===== config.mk =====
export PLATFORM = sky130hd
export DESIGN_NAME = sobel_window_gen
export DESIGN_NICKNAME = d
export VERILOG_FILES = /design/src/rtl/sobel_window_gen.sv
export SDC_FILE = /design/constraint.sdc
export NUM_CORES = 1
export LEC_CHECK = 0
export CAP_MARGIN = 15
export CORE_MARGIN = 10
export CORE_UTILIZATION = 40
export DETAILED_ROUTE_END_ITERATION = 8
export PLACE_DENSITY = 0.54
export SETUP_SLACK_MARGIN = 0.15
export SLEW_MARGIN = 15
export SYNTH_ARGS = -nofsm -noshare
export SYNTH_HDL_FRONTEND = slang
export SYNTH_SLANG_ARGS = --single-unit

===== constraint.sdc =====
create_clock -name clk -period 4 [get_ports clk]
set_input_delay 0.6 -clock clk [delete_from_list [all_inputs] [get_ports clk]]
set_output_delay 0.6 -clock clk [all_outputs]
set_load 0.02 [all_outputs]

===== src/rtl/sobel_window_gen.sv =====
// sobel_window_gen: raster-order pixel stream in, 3x3 neighbourhood out.
// Two line buffers hold the previous two image lines; a 3x3 shift window
// doubles as the output register. Optional macro SOBEL_WIN_POS_EN adds
// win_col/win_row centre-pixel coordinates alongside the window.
//
// Handshake: a transfer happens on a rising edge where valid && ready are
// both high. The producer holds data and valid stable until the transfer;
// ready may change freely. Both the pixel input and window output obey this.
module sobel_window_gen #(
  parameter int PIX_W      = 9,
  parameter int IMG_WIDTH  = 64,
  parameter int IMG_HEIGHT = 64
) (
  input  logic             clk,
  input  logic             rst,
  input  logic [PIX_W-1:0] pix_in,
  input  logic             pix_valid,
  output logic             pix_ready,
  output logic [PIX_W-1:0] in0,
  output logic [PIX_W-1:0] in1,
  output logic [PIX_W-1:0] in2,
  output logic [PIX_W-1:0] in3,
  output logic [PIX_W-1:0] in4,
  output logic [PIX_W-1:0] in5,
  output logic [PIX_W-1:0] in6,
  output logic [PIX_W-1:0] in7,
  output logic [PIX_W-1:0] in8,
  output logic             win_valid,
  input  logic             win_ready
`ifdef SOBEL_WIN_POS_EN
  ,
  output logic [$clog2(IMG_WIDTH)-1:0]  win_col,
  output logic [$clog2(IMG_HEIGHT)-1:0] win_row
`endif
);

  localparam int CW = $clog2(IMG_WIDTH);
  localparam int RW = $clog2(IMG_HEIGHT);
  localparam logic [CW-1:0] COL_LAST = CW'(IMG_WIDTH - 1);
  localparam logic [RW-1:0] ROW_LAST = RW'(IMG_HEIGHT - 1);

  logic [PIX_W-1:0] r_lb0 [IMG_WIDTH];  // previous line
  logic [PIX_W-1:0] r_lb1 [IMG_WIDTH];  // line before that
  logic [PIX_W-1:0] r_win [9];          // row-major, index 0 = top-left
  logic [CW-1:0]    r_col;
  logic [RW-1:0]    r_row;
  logic             r_win_valid;

  logic             w_accept;
  logic             w_emit;
  logic             w_col_last;
  logic             w_row_last;
  logic [PIX_W-1:0] w_lb0_rd;
  logic [PIX_W-1:0] w_lb1_rd;

  // Accept/emit decode; a window is complete only once two full lines and
  // three pixels of the current line exist, so edges never emit.
  always_comb begin
    pix_ready  = !r_win_valid || win_ready;
    w_accept   = pix_valid && pix_ready;
    w_emit     = w_accept && (r_row >= RW'(2)) && (r_col >= CW'(2));
    w_col_last = (r_col == COL_LAST);
    w_row_last = (r_row == ROW_LAST);
    w_lb0_rd   = r_lb0[r_col];
    w_lb1_rd   = r_lb1[r_col];
  end

  // Raster position counters and output-valid tracking.
  always_ff @(posedge clk) begin
    if (rst) begin
      r_col       <= '0;
      r_row       <= '0;
      r_win_valid <= 1'b0;
    end else begin
      if (w_accept) begin
        if (w_col_last) begin
          r_col <= '0;
          r_row <= w_row_last ? '0 : r_row + RW'(1);
        end else begin
          r_col <= r_col + CW'(1);
        end
      end
      if (w_emit) begin
        r_win_valid <= 1'b1;
      end else if (win_ready) begin
        r_win_valid <= 1'b0;
      end
    end
  end

  // 3x3 shift window: shift left on accept, new right column from the
  // line buffers and the incoming pixel. Only shifts when pix_ready, so a
  // stalled window is never disturbed.
  always_ff @(posedge clk) begin
    if (rst) begin
      for (int i = 0; i < 9; i++) r_win[i] <= '0;
    end else if (w_accept) begin
      r_win[0] <= r_win[1];
      r_win[1] <= r_win[2];
      r_win[2] <= w_lb1_rd;
      r_win[3] <= r_win[4];
      r_win[4] <= r_win[5];
      r_win[5] <= w_lb0_rd;
      r_win[6] <= r_win[7];
      r_win[7] <= r_win[8];
      r_win[8] <= pix_in;
    end
  end

  // Line buffer update: each column ages one line per accepted pixel.
  always_ff @(posedge clk) begin
    if (w_accept) begin
      r_lb1[r_col] <= w_lb0_rd;
      r_lb0[r_col] <= pix_in;
    end
  end

`ifdef SOBEL_WIN_POS_EN
  logic [CW-1:0] r_win_col;
  logic [RW-1:0] r_win_row;

  // Centre coordinates of the emitted window, captured with the window.
  always_ff @(posedge clk) begin
    if (rst) begin
      r_win_col <= '0;
      r_win_row <= '0;
    end else if (w_emit) begin
      r_win_col <= r_col - CW'(1);
      r_win_row <= r_row - RW'(1);
    end
  end

  assign win_col = r_win_col;
  assign win_row = r_win_row;
`endif

  assign in0       = r_win[0];
  assign in1       = r_win[1];
  assign in2       = r_win[2];
  assign in3       = r_win[3];
  assign in4       = r_win[4];
  assign in5       = r_win[5];
  assign in6       = r_win[6];
  assign in7       = r_win[7];
  assign in8       = r_win[8];
  assign win_valid = r_win_valid;

endmodule


; Word level (Yosys, flattened, before mapping)
; Memories as Yosys holds them, arrays and structs flattened. A register that Yosys moved wholly into a read port is not among the register bits.
; Index checks and enable logic that the tools add are counted.
[totals]
regBits = 13
ramBits = 1233
input_bits = 13
output_inout_bits = 83
word_cells = 51
mem_count = 3
[mem_list]
columns = memory, depth, width, rd, rd_ports_with_merged_regs, write_ports, line
row1 = r_lb0, 64, 9, 1, 1, 1, 42  ; logic [PIX_W-1:0] r_lb0 [IMG_WIDTH];
row2 = r_lb1, 64, 9, 1, 1, 1, 43  ; logic [PIX_W-1:0] r_lb1 [IMG_WIDTH];
row3 = r_win, 9, 9, 9, 0, 9, 44  ; logic [PIX_W-1:0] r_win [9];
[classes]
addsub = 2
n_lt_le_gt_ge = 2
n_eq_ne = 2
n_mux = 23
bitwise_logic = 9
n_reduce_logical = 7
[op_table]
columns = op, n
row1 = $mux W9, 9
row2 = $mux W6, 6
row3 = $add A6 B1 Y6 const B, 2
row4 = $eq A6 B6 Y1 const B, 2
row5 = $ge A6 B2 Y1 const B, 2
row6 = $or A1 B1 Y1, 9
row7 = $mux W1, 8
row8 = $logic_and A1 B1 Y1, 3
row9 = $reduce_and A2 Y1, 1
row10 = $reduce_bool A2 Y1, 1
row11 = $logic_not A1 Y1, 1
row12 = $logic_or A1 B1 Y1, 1

; Longest topological paths before layout
; Gate-level depths: netlist (run 1).
[logic_depth]
ltp_word = 7
ltp_mapped = 9
depth_no_buf = 6

; Least setup slack after synthesis (run 1)
; Ideal clock, no wire load.
[synth_path]
path_type = register to register
startpoint = reg with a tool-made name
endpoint = mem r_lb1[0][2] (data pin)
setup_ns = 0.548
arrival_time_ns = 3.284
t_required_ns = 3.452
setup_slack_ns = 0.168
stages_incl_launch_ff = 10
n_path_buf = 4
period_less_slack_ns = 3.832
path_cell_list = dfxtp_1 > buf_4 > buf_6 > and2_1 > clkbuf_1 > clkbuf_1 > a22oi_1 > a21oi_1 > a211oi_1 > a21oi_1
[synth_rtl]
columns = item, line
row1 = to (decl), 43

==> impl_metrics.env, run 1 <==
export IMPL_synth_area_leader_cell="edfxtp_1"
export IMPL_clkTransAtPathRegs_ns=0.06
export IMPL_synth_edf_count=1233
export IMPL_grtUsageTotal=0.1869
export IMPL_worstPathRequired_ns=4.45
export IMPL_drv_slew=0
export IMPL_crit_fanout=46
export IMPL_worstPathArrival_ns=4.02
export IMPL_grt_pass1_wl_mm=179.4
export IMPL_cts_buffer_depth=3
export IMPL_io_pins=96
export IMPL_drtIter0Drc=2524
export IMPL_vias_per_cell=5.630
export IMPL_num_antenna_cells=0
export IMPL_rows=126
export IMPL_cpLargestDelayFamily="compound AO/OA/AOI/OAI gates"
export IMPL_clock_latency_ns=0.74
export IMPL_hold_path_class="input pin to flip-flop"
export IMPL_hold_violations=0
export IMPL_cap_violations=0
export IMPL_synth_area_leaders="edfxtp_1 77%, mux4_2 14%, a22oi_1 1.1%"
export IMPL_synthDistinctLibCells=45
export IMPL_post_drt_wl_per_cell_um=29.94
export IMPL_nNetsFinal=2476
export IMPL_numCtsBuffers=134
export IMPL_tns_ns=0
export IMPL_max_freq_mhz=279.7
export IMPL_ctsHtreeMaxLevel=4
export IMPL_dr_pass1_iters=8
export IMPL_worst_path_buf_inv=2
export IMPL_p_sw_frac=0.2147
export IMPL_ys_ff_latch=1252
export IMPL_yosysWarnings=0
export IMPL_ant_nets=0
export IMPL_grtUsageMet1=0.2581
export IMPL_io_buffers=95
export IMPL_rrSetupSlack_ns=0.42
export IMPL_syn2layout_area_growth_pct=17.13
export IMPL_drc=0
export IMPL_num_vias=23440
export IMPL_synth_top_cell_area_share=0.7748
export IMPL_place_hpwl_mm=75.51
export IMPL_cts_setup_buffers=0
export IMPL_root_buffer="clkbuf_16"
export IMPL_gp_congestion=0.8415
export IMPL_cpPeakStageDelay_ns=0.87
export IMPL_grt_start_max_net_pins=66
export IMPL_syn_avg_cell_area_um2=22.02
export IMPL_synth_most_common_cell="edfxtp_1"
export IMPL_hold_slack_ns=0.1017
export IMPL_timing_rr_end="r_lb1[26][8]"
export IMPL_critPathCaptureType="flip-flop"
export IMPL_internal_power_mw=21.78
export IMPL_pwr_share_comb=0.053
export IMPL_p_sw_mw=5.957
export IMPL_synth_area_mm2=0.04778
export IMPL_postSynthCellCount=2170
export IMPL_outcome="complete, no violations"
export IMPL_hold_buffers=0
export IMPL_crit_type="flip-flop to flip-flop"
export IMPL_gr_total_overflow=0
export IMPL_die_y_um=365.6
export IMPL_path_depth=7
export IMPL_met2_usage=0.3054
export IMPL_max_slew_margin=0.1976
export IMPL_dieArea_mm2=0.1337
export IMPL_crit_path_frequent_cell="buf_12"
export IMPL_yosysSeqAreaShare=0.7828
export IMPL_endpoint="r_lb1[26][8]"
export IMPL_period_share=0.8938
export IMPL_drive_gt1_frac=0.2903
export IMPL_tightest_slew_ns=1.204
export IMPL_peakVddDrop_mv=0.4088
export IMPL_use_met3=0.03876
export IMPL_synth_nets=2187
export IMPL_cts_resized=0
export IMPL_start_kind="flip-flop"
export IMPL_wl_mm=124.6
export IMPL_synthTopCellsByCount="1,233 x edfxtp_1, 305 x mux4_2, 87 x nor2_1"
export IMPL_fp_dieW_um=365.6
export IMPL_setup_viol=0
export IMPL_cts_sinks=1252
export IMPL_finClkSkew_ns=0.03063
export IMPL_busiest_layer="met2"
export IMPL_ys_flop_type="edfxtp_1"
export IMPL_cts_tree="built"
export IMPL_slowest_stage="dfxtp_4"
export IMPL_antenna_found_initial=1
export IMPL_crit_chain="buf_12 -> mux4_2 -> a22oi_1 -> nand2_1 -> a211oi_1 -> a21oi_4 -> buf_12"
export IMPL_start_util=0.4036
export IMPL_reg2regPathDepth=7
export IMPL_grt_pass1_vias=24320
export IMPL_powerDensity_mw_per_mm2=495.6
export IMPL_async_flop_share=0
export IMPL_leakage_nw=17.45
export IMPL_clock_power_share=0.415
export IMPL_core_area_mm2=0.1184
export IMPL_pwr_share_seq=0.533
export IMPL_rsz0062_at_grt="no"
export IMPL_fin_crit_ns=3.575
-- worst min path at each step --
stage	from	to	slack (ns)	depth (start not counted)
finish	pix_in[3]	r_lb0[43][3]	0.10	1
global route	pix_in[3]	r_lb0[43][3]	0.09	1
CTS	pix_in[3]	r_lb0[43][3]	0.06	1
detailed placement	r_win[0][64]	r_win[0][55]	0.53	1
global placement	r_row[5]	r_row[5]	0.52	2
floorplan	r_row[5]	r_row[5]	0.51	2
-- area by class of cell --
type | instances | area (um2)
inverters | 9 | 33.78
multi-input cells | 790 | 10010
well taps | 1600 | 2002
repair buffers | 272 | 2460
clock inverters | 57 | 369.1
flip-flops and latches | 1252 | 37420
fillers | 9717 | 62420
clock buffers | 183 | 3675
-- flip-flops by register name, summed over array words and instances, names as in the netlist, named ones only --
register   cells
r_row          6
r_win         81
r_lb0        576
r_col          6
win_valid      1
r_lb1        576
-- logic make-up (layout without fill, tap and decap cells) --
logic type / count (synthesis) / in the layout / synth area share
AO/OA/AOI/OAI: 162 / 162 / 0.02328
XOR/XNOR: 8 / 8 / 0.001466
adder cells (fa/ha/maj): 4 / 4 / 0.001047
buffers and inverters: 128 / 521 / 0.01317
flip-flops: 1252 / 1252 / 0.7828
multiplexers: 330 / 330 / 0.1490
AND/OR/NAND/NOR: 286 / 286 / 0.02922
-- power groups by stage --
| stage | sequential, mW | combinational, mW | clock, mW |
|---|---|---|---|
| 4_1_cts | 14.8 | 1.48 | 11.8 |
| 6_report | 14.8 | 1.46 | 11.5 |
| 2_1_floorplan | 15.1 | 0.682 | 0 |
| 5_1_grt | 14.8 | 1.56 | 12.3 |
| 3_5_place_dp | 15.1 | 1.48 | 0 |
| 3_3_place_gp | 15.0 | 1.45 | 0 |
-- layer usage --
metal	routed length, um	part of all wire	vias to the layer above
met5	0	0	-
met4	1807	0.014	0
met3	8754	0.070	141
met2	61090	0.49	885
met1	52970	0.43	12720
li1	-	-	9688
-- placed cells by master, fill, tap and decap left out, types with 3 or more instances in the layout --
| cell type | instances |
|---|---|
| buf_4 | 159 |
| inv_1 | 7 |
| nor2b_1 | 5 |
| a21oi_4 | 8 |
| ha_1 | 4 |
| clkinv_2 | 17 |
| a32oi_1 | 4 |
| clkbuf_16 | 140 |
| mux4_2 | 305 |
| nand2b_1 | 12 |
| nand2_1 | 58 |
| edfxtp_1 | 1233 |
| clkdlybuf4s50_1 | 86 |
| dfxtp_4 | 5 |
| dfxtp_1 | 14 |
| and2_1 | 67 |
| a221oi_1 | 5 |
| xnor2_1 | 5 |
| inv_6 | 3 |
| buf_2 | 9 |
| a21oi_1 | 33 |
| nor2_2 | 57 |
| clkbuf_1 | 42 |
| clkinv_1 | 29 |
| a31oi_1 | 8 |
| nand4_1 | 11 |
| buf_12 | 18 |
| a211oi_1 | 18 |
| xor2_1 | 3 |
| clkinv_8 | 5 |
| mux2i_1 | 24 |
| a22oi_1 | 71 |
| nor2_1 | 30 |
| nand3_1 | 26 |
| o211ai_1 | 8 |
-- through the flow --
stage                     utilization  setup slack (ns)  instance area (um2)  power (mW)  instances
after floorplan                     -            0.1683                47780       15.81       2170
after global placement         0.4386            0.4617                51930       16.49       3923
after detailed placement       0.4386            0.3910                51930       16.53       3923
after CTS                      0.4727            0.3665                55970       28.02       4163
after global routing           0.4727            0.3386                55970       28.64       4163
final                          0.4727            0.4247                55970       27.74       4163
Power figures use the tool's default switching activity.
==> run 2, diff against run 1 <==
TNS_END_PERCENT = 30   (was not set)
==> results of run 2 <==
Final layout, timing and power as in run 1 (identical DEF).
